--- src/rtl/mem_stage.sv ---
// Memory-access stage: EX/MEM and MEM/WB registers around a request/ready data-memory handshake.
// Zero-wait accesses add no latency. A pending access holds the front end via mem_stall until ready or timeout.
module mem_stage #(
    parameter int MAX_WAIT = 15
) (
    input  logic        clk,
    input  logic        rst_n,
    input  logic        EX_RegWrite,
    input  logic        EX_MemRead,
    input  logic        EX_MemWrite,
    input  logic        EX_MemtoReg,
    input  logic [4:0]  EX_RegWriteA,
    input  logic [31:0] EX_ALUResult,
    input  logic [31:0] EX_WriteData,
    input  logic [3:0]  EX_LoadType,
    input  logic [2:0]  EX_SaveType,
    output logic        dmem_req,
    output logic        dmem_we,
    output logic [31:0] dmem_addr,
    output logic [3:0]  dmem_be,
    output logic [31:0] dmem_wdata,
    input  logic [31:0] dmem_rdata,
    input  logic        dmem_ready,
    output logic        mem_stall,
    output logic [31:0] EX_MEM_ALUResult,
    output logic [4:0]  EX_MEM_RegWriteA,
    output logic        EX_MEM_RegWrite,
    output logic        MEM_WB_RegWrite,
    output logic [4:0]  MEM_WB_RegWriteA,
    output logic [31:0] WB_Data,
    output logic        mem_err
);

    typedef enum logic {ST_IDLE, ST_WAIT} state_t;

    localparam logic [7:0] LAST_WAIT = 8'(MAX_WAIT - 1);

    logic        exMemMemRead;
    logic        exMemMemWrite;
    logic        exMemMemtoReg;
    logic [31:0] exMemWriteData;
    logic [3:0]  exMemLoadType;
    logic [2:0]  exMemSaveType;

    logic        memWbMemtoReg;
    logic [31:0] memWbALUResult;
    logic [31:0] memWbReadData;

    state_t      state;
    state_t      nextState;
    logic [7:0]  waitCnt;
    logic [7:0]  nextCnt;

    logic        isByte;
    logic        isHalf;
    logic        access;
    logic        misaligned;
    logic        alignedAccess;
    logic        abort;
    logic        complete;
    logic        wbCapture;
    logic [7:0]  loadByte;
    logic [15:0] loadHalf;
    logic [31:0] loadData;

    // Stores decode their size from SaveType, everything else from LoadType.
    always_comb begin
        isByte = 1'b0;
        isHalf = 1'b0;
        if (exMemMemWrite) begin
            isByte = (exMemSaveType == 3'd1);
            isHalf = (exMemSaveType == 3'd2);
        end else begin
            isByte = (exMemLoadType == 4'd1) || (exMemLoadType == 4'd2);
            isHalf = (exMemLoadType == 4'd3) || (exMemLoadType == 4'd4);
        end
    end

    assign access        = exMemMemRead | exMemMemWrite;
    assign misaligned    = access & ((isHalf & EX_MEM_ALUResult[0]) |
                                     (~isByte & ~isHalf & (EX_MEM_ALUResult[1:0] != 2'b00)));
    assign alignedAccess = access & ~misaligned;
    assign abort         = alignedAccess & (state == ST_WAIT) & (waitCnt == LAST_WAIT) & ~dmem_ready;
    assign complete      = alignedAccess & dmem_ready;
    assign wbCapture     = ~access | complete;

    assign mem_stall = alignedAccess & ~dmem_ready & ~abort;
    assign dmem_req  = alignedAccess;
    assign dmem_we   = exMemMemWrite;
    assign dmem_addr = {EX_MEM_ALUResult[31:2], 2'b00};

    always_comb begin
        dmem_be    = 4'b1111;
        dmem_wdata = exMemWriteData;
        if (exMemMemWrite) begin
            if (isByte) begin
                dmem_be    = 4'b0001 << EX_MEM_ALUResult[1:0];
                dmem_wdata = {4{exMemWriteData[7:0]}};
            end else if (isHalf) begin
                dmem_be    = EX_MEM_ALUResult[1] ? 4'b1100 : 4'b0011;
                dmem_wdata = {2{exMemWriteData[15:0]}};
            end
        end
    end

    always_comb begin
        loadByte = dmem_rdata[7:0];
        case (EX_MEM_ALUResult[1:0])
            2'd1:    loadByte = dmem_rdata[15:8];
            2'd2:    loadByte = dmem_rdata[23:16];
            2'd3:    loadByte = dmem_rdata[31:24];
            default: loadByte = dmem_rdata[7:0];
        endcase
        loadHalf = EX_MEM_ALUResult[1] ? dmem_rdata[31:16] : dmem_rdata[15:0];
        case (exMemLoadType)
            4'd1:    loadData = {{24{loadByte[7]}}, loadByte};
            4'd2:    loadData = {24'd0, loadByte};
            4'd3:    loadData = {{16{loadHalf[15]}}, loadHalf};
            4'd4:    loadData = {16'd0, loadHalf};
            default: loadData = dmem_rdata;
        endcase
    end

    always_comb begin
        nextState = state;
        nextCnt   = waitCnt;
        case (state)
            ST_IDLE: begin
                if (alignedAccess && !dmem_ready) begin
                    nextState = ST_WAIT;
                    nextCnt   = 8'd0;
                end
            end
            ST_WAIT: begin
                nextCnt = waitCnt + 8'd1;
                if (!alignedAccess || dmem_ready || abort) begin
                    nextState = ST_IDLE;
                end
            end
            default: nextState = ST_IDLE;
        endcase
    end

    always_ff @(posedge clk or negedge rst_n) begin
        if (!rst_n) begin
            state   <= ST_IDLE;
            waitCnt <= 8'd0;
        end else begin
            state   <= nextState;
            waitCnt <= nextCnt;
        end
    end

    always_ff @(posedge clk or negedge rst_n) begin
        if (!rst_n) begin
            EX_MEM_RegWrite  <= 1'b0;
            exMemMemRead     <= 1'b0;
            exMemMemWrite    <= 1'b0;
            exMemMemtoReg    <= 1'b0;
            EX_MEM_RegWriteA <= 5'd0;
            EX_MEM_ALUResult <= 32'd0;
            exMemWriteData   <= 32'd0;
            exMemLoadType    <= 4'd0;
            exMemSaveType    <= 3'd0;
        end else if (!mem_stall) begin
            EX_MEM_RegWrite  <= EX_RegWrite;
            exMemMemRead     <= EX_MemRead;
            exMemMemWrite    <= EX_MemWrite;
            exMemMemtoReg    <= EX_MemtoReg;
            EX_MEM_RegWriteA <= EX_RegWriteA;
            EX_MEM_ALUResult <= EX_ALUResult;
            exMemWriteData   <= EX_WriteData;
            exMemLoadType    <= EX_LoadType;
            exMemSaveType    <= EX_SaveType;
        end
    end

    // Stalls, misaligned accesses and timeouts all hand WB a fully cleared bubble.
    always_ff @(posedge clk or negedge rst_n) begin
        if (!rst_n) begin
            MEM_WB_RegWrite  <= 1'b0;
            memWbMemtoReg    <= 1'b0;
            MEM_WB_RegWriteA <= 5'd0;
            memWbALUResult   <= 32'd0;
            memWbReadData    <= 32'd0;
            mem_err          <= 1'b0;
        end else begin
            mem_err <= misaligned | abort;
            if (wbCapture) begin
                MEM_WB_RegWrite  <= EX_MEM_RegWrite;
                memWbMemtoReg    <= exMemMemtoReg;
                MEM_WB_RegWriteA <= EX_MEM_RegWriteA;
                memWbALUResult   <= EX_MEM_ALUResult;
                memWbReadData    <= loadData;
            end else begin
                MEM_WB_RegWrite  <= 1'b0;
                memWbMemtoReg    <= 1'b0;
                MEM_WB_RegWriteA <= 5'd0;
                memWbALUResult   <= 32'd0;
                memWbReadData    <= 32'd0;
            end
        end
    end

    assign WB_Data = memWbMemtoReg ? memWbReadData : memWbALUResult;

endmodule

--- config.mk ---
export PLATFORM = sky130hd
export DESIGN_NAME = mem_stage
export DESIGN_NICKNAME = d
export VERILOG_FILES = /design/src/rtl/mem_stage.sv
export SDC_FILE = /design/constraint.sdc
export NUM_CORES = 1
export LEC_CHECK = 0
export BUFFER_PORTS_ARGS = -buffer_cell sky130_fd_sc_hd__buf_2
export CORE_ASPECT_RATIO = 0.7
export CORE_MARGIN = 4
export CORE_UTILIZATION = 35
export DETAILED_ROUTE_END_ITERATION = 10
export PLACE_DENSITY = 0.66
export SLEW_MARGIN = 20
export SYNTH_ARGS = -nofsm -noshare
export SYNTH_HDL_FRONTEND = slang
export SYNTH_SLANG_ARGS = --single-unit
--- constraint.sdc ---
create_clock -name clk -period 2.7 [get_ports clk]
set_input_delay 0.27 -clock clk [delete_from_list [all_inputs] [get_ports clk]]
set_output_delay 0.27 -clock clk [all_outputs]
set_load 0.02 [all_outputs]
### Yosys cells after proc, flatten, opt, wreduce, memory -nomap -nowiden

Index checks and enable logic that the tools add are counted.

| word-level totals | value |
|---|---|
| bits in registers | 161 |
| output and inout port bits | 148 |
| word-level logic and storage cells | 83 |
| input bits | 115 |

| cells by class | value |
|---|---|
| reduce and logical (&&, ||, !) cells | 8 |
| bitwise gates (word level) | 22 |
| muxes and demuxes | 23 |
| $add $sub $neg | 1 |
| shifts and indexed selects | 1 |
| equality and inequality tests | 11 |

Operators with widths:

| kind | count |
|---|---|
| $mux 32 | 6 |
| $pmux 32 s4 | 1 |
| $pmux 8 s3 | 1 |
| $mux 16 | 1 |
| $mux 4 | 4 |
| $pmux 8 s2 | 1 |
| $and 1x1->1 | 11 |
| $add 8x1->8 const B | 1 |
| $eq 4x2->1 const B | 2 |
| $eq 8x4->1 const B | 1 |
| $mux 8 | 1 |
| $not 1->1 | 7 |
| $mux 1 | 6 |
| $mux 5 | 1 |
| $eq 2x2->1 const B | 2 |
| $eq 4x1->1 const B | 1 |
| $eq 4x3->1 const B | 1 |
| $logic_or 1x1->1 | 4 |
| $or 1x1->1 | 4 |
| $shl 1x2->4 const A | 1 |
| $eq 3x1->1 const B | 1 |
| $eq 3x2->1 const B | 1 |
| $eq 2x1->1 const B | 1 |
| $logic_not 1->1 | 2 |
| other kinds (4) | 4 |

### Depth between registers and ports, before layout

Gate-level depths: netlist of run 1.

| depth | value |
|---|---|
| depth in word-level cells | 16 |
| gate-level depth with buffers | 8 |
| gate-level depth less buffers | 7 |

### Least setup slack after synthesis of run 1

Ideal clock, no wire load.

| path | value |
|---|---|
| path type | register to register |
| start point | reg exMemMemWrite, in the netlist dmem_we |
| end point | reg EX_MEM_ALUResult[23] |
| arrival time | 2.005 ns |
| library setup time | 0.127 ns |
| data required time | 2.573 ns |
| setup slack | 0.568 ns |
| cell stages (with the launch flop) | 6 |
| path buffers | 1 |
| period minus slack after synthesis | 2.132 ns |
| cells stage by stage | dfrtp_1 > or4_4 > a31oi_4 > nand2_4 > buf_6 > mux2_1 |

| between the ends | value |
|---|---|
| word-level cells in the longest chain between the ends | 13 |
| elaborated cells on any way between the ends | 18 |
| those cells by class | 2 x mux; 16 x bitwise |

RTL lines:

| element | line | RTL |
|---|---|---|
| from (decl) | 39 | `logic exMemMemWrite;` |
| from (signal assigned) | 168 | `exMemMemWrite <= EX_MemWrite;` |
| $mux 1 | 70 | `if (exMemMemWrite) begin` |
| $not 1->1 | 81 | `(~isByte & ~isHalf & (EX_MEM_ALUResult[1:0] != 2'b00)));` |
| $and 1x1->1 (2 in series) | 81 |  |
| $or 1x1->1 | 80 | `assign misaligned = access & ((isHalf & EX_MEM_ALUResult[0]) \|` |
| $and 1x1->1 | 80 |  |
| $not 1->1 | 82 | `assign alignedAccess = access & ~misaligned;` |
| $and 1x1->1 * | 82 |  |
| named net dmem_req | 17 | `output logic dmem_req,` |
| $and 1x1->1 (3 in series) | 83 | `assign abort = alignedAccess & (state == ST_WAIT) & (waitCnt == LAST_WAIT) & ~dmem_ready;` |
| $not 1->1 | 87 | `assign mem_stall = alignedAccess & ~dmem_ready & ~abort;` |
| $and 1x1->1 * | 87 |  |
| to (signal assigned) | 171 | `EX_MEM_ALUResult <= EX_ALUResult;` |
| to (decl) | 25 | `output logic [31:0] EX_MEM_ALUResult,` |

Mark *: on every way through the listed nets, which the timed path passes. The rest lies on a longest branch.
A chain may end at the register's enable or synchronous reset.

### Worst setup path after layout of run 1

| path | value |
|---|---|
| start point | reg exMemLoadType[1] |
| end point | out mem_stall |

| between the ends | value |
|---|---|
| word-level cells in the longest chain between the ends | 15 |
| elaborated cells on any way between the ends | 23 |
| those cells by class | 4 x eq/ne; 2 x mux; 15 x bitwise; 2 x reduce/logical |

RTL lines:

| element | line | RTL |
|---|---|---|
| from (decl) | 42 | `logic [3:0] exMemLoadType;` |
| from (signal assigned) | 173 | `exMemLoadType <= EX_LoadType;` |
| $eq 4x1->1, or another cell as far along | 74 | `isByte = (exMemLoadType == 4'd1) \|\| (exMemLoadType == 4'd2);` |
| $logic_or 1x1->1 (on tied branches) | 74, 75 |  |
| $mux 1 | 70 |  |
| $not 1->1 | 81 |  |
| $and 1x1->1 (2 in series) | 81 |  |
| $or 1x1->1 * | 80 |  |
| $and 1x1->1 * | 80 |  |
| $not 1->1 * | 82 |  |
| $and 1x1->1 * | 82 |  |
| $and 1x1->1 (3 in series) | 83 |  |
| $not 1->1 | 87 |  |
| $and 1x1->1 * | 87 |  |
| to (decl) | 24 | `output logic mem_stall,` |

Every way passes the cells marked *; elsewhere a longest branch is shown, timed or not.

==> results of run 1 <==
## routing by layer
metal	global-route usage [%]	part of all wire, %	wire [um]
met1	23.7	46	9680
met3	5.84	8.5	1800
met5	0	0.14	29
met2	27.2	45	9540
met4	4.51	0.80	169
## worst max-delay path by stage
stage / from / end / slack, ns / cells past startpoint
finish: exMemLoadType[1] / mem_stall / 0.16 / 7
global placement: waitCnt[0] / EX_MEM_ALUResult[4] / 0.33 / 8
floorplan: dmem_we / EX_MEM_ALUResult[23] / 0.57 / 5
detailed placement: waitCnt[0] / EX_MEM_ALUResult[13] / 0.32 / 8
global route: dmem_we / dmem_wdata[29] / 0.03 / 6
CTS: dmem_we / dmem_be[2] / 0.02 / 6
## power by group through the flow
stage | Sequential, mW | Combinational, mW | Clock, mW
2_1_floorplan | 3.10 | 1.40 | 0
3_3_place_gp | 3.07 | 2.11 | 0
3_5_place_dp | 3.08 | 2.12 | 0
4_1_cts | 3.04 | 2.14 | 2.46
5_1_grt | 3.09 | 2.32 | 2.56
6_report | 3.04 | 2.14 | 2.39
## worst max-delay path, stage by stage (launching register included)
cell and delay, ns:
dfrtp_2 0.48, xnor2_1 0.19, or4_4 0.46, a31oi_4 0.23, nand2_4 0.12, buf_12 0.16
inv_2 0.04, buf_2 0.14
## state kept, by name, summed over array words and instances (netlist names)
signal and count:
EX_MEM_ALUResult 32, EX_MEM_RegWrite 1, EX_MEM_RegWriteA 5, MEM_WB_RegWrite 1, MEM_WB_RegWriteA 5, dmem_we 1
exMemLoadType 4, exMemMemRead 1, exMemMemtoReg 1, exMemSaveType 3, exMemWriteData 32, memWbALUResult 32
memWbMemtoReg 1, memWbReadData 32, mem_err 1, state 1, waitCnt 8
## cell usage after synthesis, types with 4 or more instances
cell type and n:
buf_2 8, mux2_1 78, dfrtp_1 161, o21a_1 18
nor2_1 38, mux2i_1 10, and3_1 4, a22oi_1 8
o21ai_0 12, buf_1 5, xor2_1 6, a222oi_1 7
a21oi_1 12, nand2_1 60, mux2_2 39, nor2b_1 39
buf_6 8, clkbuf_1 15, buf_4 42, inv_1 5
o22ai_1 8
## metrics by stage
| stage | power [mW] | std cells | cell area, um2 | hold WS, ns | setup slack, ns |
|---|---|---|---|---|---|
| after floorplan | 4.50 | 631 | 7510 | -0.0256 | 0.568 |
| after CTS | 7.63 | 1138 | 9420 | 0.0277 | 0.0208 |
| final | 7.56 | 1142 | 9480 | 0.0503 | 0.159 |
| after global placement | 5.18 | 1105 | 8820 | 0.290 | 0.326 |
| after global routing | 7.97 | 1142 | 9480 | 0.0313 | 0.0253 |
| after detailed placement | 5.20 | 1105 | 8820 | 0.287 | 0.316 |
## area by class of cell
cell class,count,area share [%]
well taps,276,3.64
repair buffers,281,16.1
clock inverters,12,1.29
clock buffers,20,4.82
flip-flops and latches,161,42.5
inverters,7,0.277
multi-input cells,385,31.4
## kinds of logic after synthesis
| kind of cell | count (synthesis) |
|---|---|
| and+or+nand+nor | 167 |
| other | 1 |
| AOI/OAI and AO/OA | 78 |
| muxes | 127 |
| xor gates and xnor gates | 9 |
| DFF | 161 |
| buffers and inverters | 85 |
| adders and majority gates | 2 |
## timing repair
| item | in CTS | in global routing |
|---|---|---|
| gates cloned | 0 | 1 |
| setup endpoints to repair | 15 | 14 |
| setup buffers | 0 | 3 |
| pin swaps | 0 | 0 |
| hold buffers | 1 | 0 |
| endpoints found under the hold margin | 60 | 0 |
| resized for setup | 2 | 6 |
==> key figures, run 1 <==
Floorplan
  – Ports: about 260
  – Die Wd: approximately 180 um
  – Row count: 44
  – Die Area: between 0.02 and 0.025 mm2
  – Initial Util: a little over a third
  – Die Span Y: ~130 um
  – Core box area: about 0.021 mm2

Final layout
  – # diodes: 0
  – Commonest non-fill, non-tap cell in the layout: buf_2
  – Commonest cells after routing, fill and taps aside: buf_2, dfrtp_1, mux2_1
  – FF+latch area: just over 0.004 mm2
  – Post-layout nets: 970
  – Layout cells sized above 1: approximately 42%
  – Multi-input logic area: 0.00297 mm2
  – Syn-to-layout area delta: 26.3%
  – Post-layout util: a little under half
  – Fill cell count: approximately 2000

Yosys
  – Synth Area in Compound Gates: under 10%
  – Leading area contributor after synthesis: dfrtp_1
  – Mapped Area: about 0.0075 mm2
  – Top cell type's share of synthesized area: a little over half
  – Syn_area_per_cell: ~12 um2
  – Synthesis warning total: 0
  – Syn Inst Count: 630
  – Adder-Cell Fraction of Synth Area: 0.333%
  – Area contributors post-synth: dfrtp_1, mux2_1, mux2_2
  – Post-synthesis xor/xnor area fraction: under 10%
  – Count of different cell masters after synthesis: roughly 50
  – Main combinational cell family by area after synthesis: multiplexers
  – Post-synthesis mux area share: between 10% and 20%
  – Ys flop type: dfrtp_1
  – Async SR Flop Fraction: 100%
  – Number of synthesized flops with an enable pin: 0
  – Post-synthesis simple-gate area fraction: between 10% and 20%
  – Register bit count reported by yosys: 161
  – Seq/Total Area, Yosys: 53.7%

Clock network
  – Clk buf depth: 2
  – CTS sink cnt: about 160
  – Max H-tree Level: 4
  – CTS tree: yes
  – Clk slew on worst S/H paths: approximately 0.070 ns
  – CTS Buf Count: 17
  – Worst skew pair latency: between 0.4 and 0.5 ns
  – Clk root buf: clkbuf_16

Timing
  – Fin. Hold Viols: 0
  – RSZ-0062 raised after global routing: no
  – Min Tclk post-route: between 2 and 3 ns
  – Tightest Pin Transition: 0.998 ns
  – Setup TNS: 0 ns
  – Final setup fails: 0
  – Max-slew violations: 0
  – Final Skew: around 0.015 ns
  – Max_slew headroom: 32.7%
  – Tcrit/Tclk final: 94.1%
  – Max Freq: approximately 400 MHz

Detailed routing
  – Vias per cell: between 4 and 5
  – Vias: 5547
  – DR iter-0 viols: between 200 and 250
  – Initial DRT Pass Iterations: 8
  – Post-DRT Antenna Nets: 0
  – Drt wl/cell: around 19 um
  – WL final: between 20000 and 25000 um
  – Post-route DRC: 0

Power
  – Sequential share of power: between 40 and 50%
  – Clk pwr share: about a third
  – Psw: ~2.6 mW
  – Net Sw Frac: between 30% and 40%
  – Gate power share: 28.3%
  – PwrDens: about 800 mW/mm2
  – P_int: 4.97 mW
  – VDD IR-drop max: 0.479 mV
  – Leak: around 4.7 nW

Placement
  – Final HPWL DP: ~15000 um
  – RePlAce Congestion: between 0.8 and 0.9
  – PortBufs: 260

Worst setup path
  – Worst reg2reg path depth: 8
  – Reg2reg setup slack: around 0.37 ns
  – Crit Path Class: reg2out
  – WP data arrival: roughly 2.3 ns
  – Crit path launch type: register
  – Critical path fanouts, max: 10
  – Crit end category: output port
  – CP required: approximately 2.4 ns
  – Worst r2r src: waitCnt[0]
  – Worst reg2reg path endpoint: exMemLoadType[2]

Min path
  – Worst hold stages: 2
  – Min-Delay Path Class: in2reg
  – HP Start: EX_ALUResult[26]
  – Hold EP: EX_MEM_ALUResult[26]

Global routing
  – Total track usage: approximately 17%
  – GRT overflow: 0
  – Vias in the first global route: ~5600
  – Antenna violations before repair: 3
  – First-pass GRT wire length: between 30000 and 40000 um
  – Largest net degree at the start of global routing: 64

Outcome
  – Status: finished, final reports clean

Job
  – Maxcap violations: 0
(Power assumes the default switching activity.)
==> inputs of run 2 (changes only) <==
ABC_AREA = 1   (was unset)
CELL_PAD_IN_SITES_DETAIL_PLACEMENT = 2   (was unset)
CELL_PAD_IN_SITES_GLOBAL_PLACEMENT = 2   (was unset)
CORE_UTILIZATION = 29   (was 35)
PLACE_DENSITY = 0.87   (was 0.66)
==> key figures, run 2 <==
Power
  – Total power after layout: 14.7 mW (+94%)
  – Net Sw Frac: 49.8% (+15 points)
  – P_int: 7.37 mW (+48%)
  – Clk pwr share: 16.9% (-15 points)
  – Sequential share of power: 29.6% (-11 points)
  – Leak: 5.44 nW (+16%)
  – Psw: 7.30 mW (+180%)
  – Gate power share: 53.5% (+25 points)
  – PwrDens: 1460 mW/mm2 (+83%)
  – VDD IR-drop max: 0.543 mV (+13%)

Timing
  – Final Skew: 0.00694 ns (-0.00834 ns)
  – RSZ-0062 raised after global routing: no
  – Setup TNS: 0 ns (unchanged)
  – Max Freq: 390 MHz (-0.90%)
  – Max-slew violations: 0 (unchanged)
  – Min Tclk post-route: 2.56 ns (+0.0231 ns)
  – Max_slew headroom: 46.5% (+14 points)
  – Tcrit/Tclk final: 95.0% (+0.86 points)
  – Tightest Pin Transition: 0.803 ns (-0.195 ns)
  – Final setup fails: 0 (unchanged)
  – Fin. Hold Viols: 0 (unchanged)

Worst setup path
  – WP data arrival: 2.29 ns (+0.02 ns)
  – Crit Path Class: reg2out
  – Worst reg2reg path depth: 9 (+1)
  – Reg2reg setup slack: 0.39 ns (+0.02 ns)
  – Crit-path slowest cell: dfrtp_1
  – CP startpoint: exMemLoadType[3]
  – Most Frequent Cell on Critical Path: nand2_1
  – Crit end category: output port
  – CP required: 2.43 ns (about the same)
  – Slowest stage delay, CP: 0.42 ns (-0.06 ns)
  – Worst r2r src: EX_MEM_ALUResult[1]
  – Crit path launch type: register
  – Worst reg2reg path endpoint: memWbReadData[23]
  – Critical Path, Cell by Cell: nor2_4, nand3_2, nor2_2, nor2_4, nand2_1, nand2_1, buf_6, buf_4, nand2_1, nand3_1, buf_2
  – Critical path fanouts, max: 14 (+4)

Clock network
  – CTS tree: yes
  – Worst skew pair latency: 0.43 ns (about the same)
  – Clk root buf: clkbuf_16
  – Clk buf depth: 2 (unchanged)
  – Max H-tree Level: 4 (unchanged)
  – Clk slew on worst S/H paths: 0.07 ns (about the same)
  – CTS Buf Count: 17 (unchanged)
  – CTS sink cnt: 161 (unchanged)

Min path
  – HP Start: EX_WriteData[20]
  – Min-Delay Path Class: in2reg
  – Hold EP: exMemWriteData[20]
  – Worst hold stages: 3 (+1)

Placement
  – Final HPWL DP: 22800 um (+49%)
  – PortBufs: 260 (unchanged)
  – RePlAce Congestion: 0.860 (+3.4%)

Global routing
  – Antenna violations before repair: 6 (+3)
  – First-pass GRT wire length: 47100 um (+48%)
  – Largest net degree at the start of global routing: 86 (+34%)
  – GRT overflow: 0 (unchanged)
  – Total track usage: 20.1% (+2.6 points)
  – Vias in the first global route: 8009 (+44%)

Outcome
  – Status: finished, final reports clean

Floorplan
  – Die Span Y: 147 um (+12%)
  – Core box area: 0.0269 mm2 (+29%)
  – Ports: 263 (unchanged)
  – Row count: 50 (+14%)
  – Die Area: 0.0303 mm2 (+27%)
  – Die Wd: 206 um (+13%)
  – Initial Util: 29.7% (-6.2 points)

Yosys
  – Ys flop type: dfrtp_1
  – Async SR Flop Fraction: 100% (unchanged)
  – Syn Inst Count: 939 (+49%)
  – Synthesis warning total: 0 (unchanged)
  – Register bit count reported by yosys: 161 (unchanged)
  – Mapped Area: 0.00798 mm2 (+6.3%)
  – Number of synthesized flops with an enable pin: 0 (unchanged)
  – Syn_area_per_cell: 8.50 um2 (-29%)
  – Count leader, synth: nand2_1
  – Area contributors post-synth: dfrtp_1, nand2_1, nand3_1
  – Leading area contributor after synthesis: dfrtp_1
  – Top cell type's share of synthesized area: 50.5% (-3.2 points)
  – Seq/Total Area, Yosys: 50.5% (-3.2 points)
  – Synth cell count leaders: nand2_1, dfrtp_1, nand3_1, nor2_1, inv_1
  – Count of different cell masters after synthesis: 34 (-31%)

Detailed routing
  – Post-route DRC: 0 (unchanged)
  – DR iter-0 viols: 378 (+52%)
  – Drt wl/cell: 19.8 um (+6.7%)
  – Post-DRT Antenna Nets: 0 (unchanged)
  – Vias: 7295 (+32%)
  – Initial DRT Pass Iterations: 5 (-3)
  – Vias per cell: 4.74 (-2.3%)
  – WL final: 30500 um (+44%)

Final layout
  – Post-layout nets: 1272 (+31%)
  – Commonest non-fill, non-tap cell in the layout: nand2_1
  – Commonest cells after routing, fill and taps aside: nand2_1, buf_2, dfrtp_1
  – Syn-to-layout area delta: 25.8%
  – Layout cells sized above 1: 36.5% (-6.0 points)
  – Fill cell count: 3109 (+55%)

Job
  – Maxcap violations: 0 (unchanged)
==> run 2: cell types whose count changed in the layout (fill, tap and decap cells not counted), sizes merged, moves of 20 or more <==
cell	change
inv	+52
nand2	+216
mux2	-85
nor2b	-39
nand3	+98
o21ai	+20
nor2	+78
==> run 2: worst max-delay path by stage <==
stage	to	slack, ns	depth (start not counted)
2_1_floorplan	dmem_wdata[30]	0.50	9
4_1_cts	dmem_wdata[25]	0.01	10
3_5_place_dp	dmem_be[3]	0.06	9
6_report	dmem_wdata[31]	0.14	11
5_1_grt	dmem_wdata[18]	0.02	11
3_3_place_gp	dmem_be[1]	0.22	10
==> run 2: cell families after synthesis <==
logic type | after synthesis | share of synthesized area (%)
fa+ha+maj | 2 | 0.313
other cells | 1 | 0.0470
buf+inv | 154 | 10.8
compound gates | 72 | 4.81
simple gates | 515 | 28.8
xor+xnor | 2 | 0.219
mux | 32 | 4.51
flops | 161 | 50.5
==> run 2: stage by stage <==
stage               util, %  cell area (um2)  hold WS [ns]  cells  setup slack [ns]
finish                 37.3            10000        0.0281   1538             0.136
global route           37.3            10000        0.0130   1537            0.0199
CTS                    37.1             9990       0.00897   1529            0.0130
detailed placement     34.7             9340         0.227   1493            0.0615
global placement       34.7             9340         0.226   1493             0.218
floorplan                 -             7990       -0.0256    940             0.503
==> run 2: what timing repair did <==
| item | in CTS | in global routing |
|---|---|---|
| resized for setup | 3 | 4 |
| pin swaps | 1 | 0 |
| setup buffers | 3 | 3 |
| endpoints found under the setup margin | 21 | 18 |
| hold buffers | 1 | 0 |
| hold endpoints to repair | 42 | 0 |
==> run 2: critical path: cells and delay by family, from the launching register on <==
kind	cells	cell delay, ns
buffers and inverters	3	0.48
DFF	1	0.42
and+or+nand+nor	8	0.94
==> run 2: area by class of cell <==
cell class / count / area, um2 / share of cell area, %
sequential: 161 / 4030 / 40.1
clock buffer: 21 / 460 / 4.59
timing repair buffer: 286 / 1580 / 15.8
inverter: 64 / 244 / 2.43
multi-input combinational: 625 / 3120 / 31.1
antenna: 6 / 15.0 / 0.150
clock inverter: 11 / 130 / 1.30
tap: 364 / 455 / 4.54
==> run 2: power by group through the flow <==
| stage | Sequential (mW) | Combinational, mW | Clock (mW) |
|---|---|---|---|
| 5_1_grt | 4.49 | 8.62 | 2.66 |
| 4_1_cts | 4.35 | 7.91 | 2.54 |
| 6_report | 4.34 | 7.85 | 2.47 |
| 3_5_place_dp | 4.38 | 7.76 | 0 |
| 2_1_floorplan | 4.38 | 5.28 | 0 |
| 3_3_place_gp | 4.30 | 7.51 | 0 |
==> run 2: routing by layer <==
| layer | share of wire [%] | wire length, um | up-vias | GRT usage, % |
|---|---|---|---|---|
| li1 | - | - | 3361 | - |
| met1 | 46 | 14000 | 3693 | 27.5 |
| met2 | 46 | 14100 | 198 | 31.8 |
| met3 | 5.4 | 1640 | 41 | 4.59 |
| met4 | 2.6 | 779 | 2 | 6.02 |
| met5 | 0.043 | 13 | - | 0 |
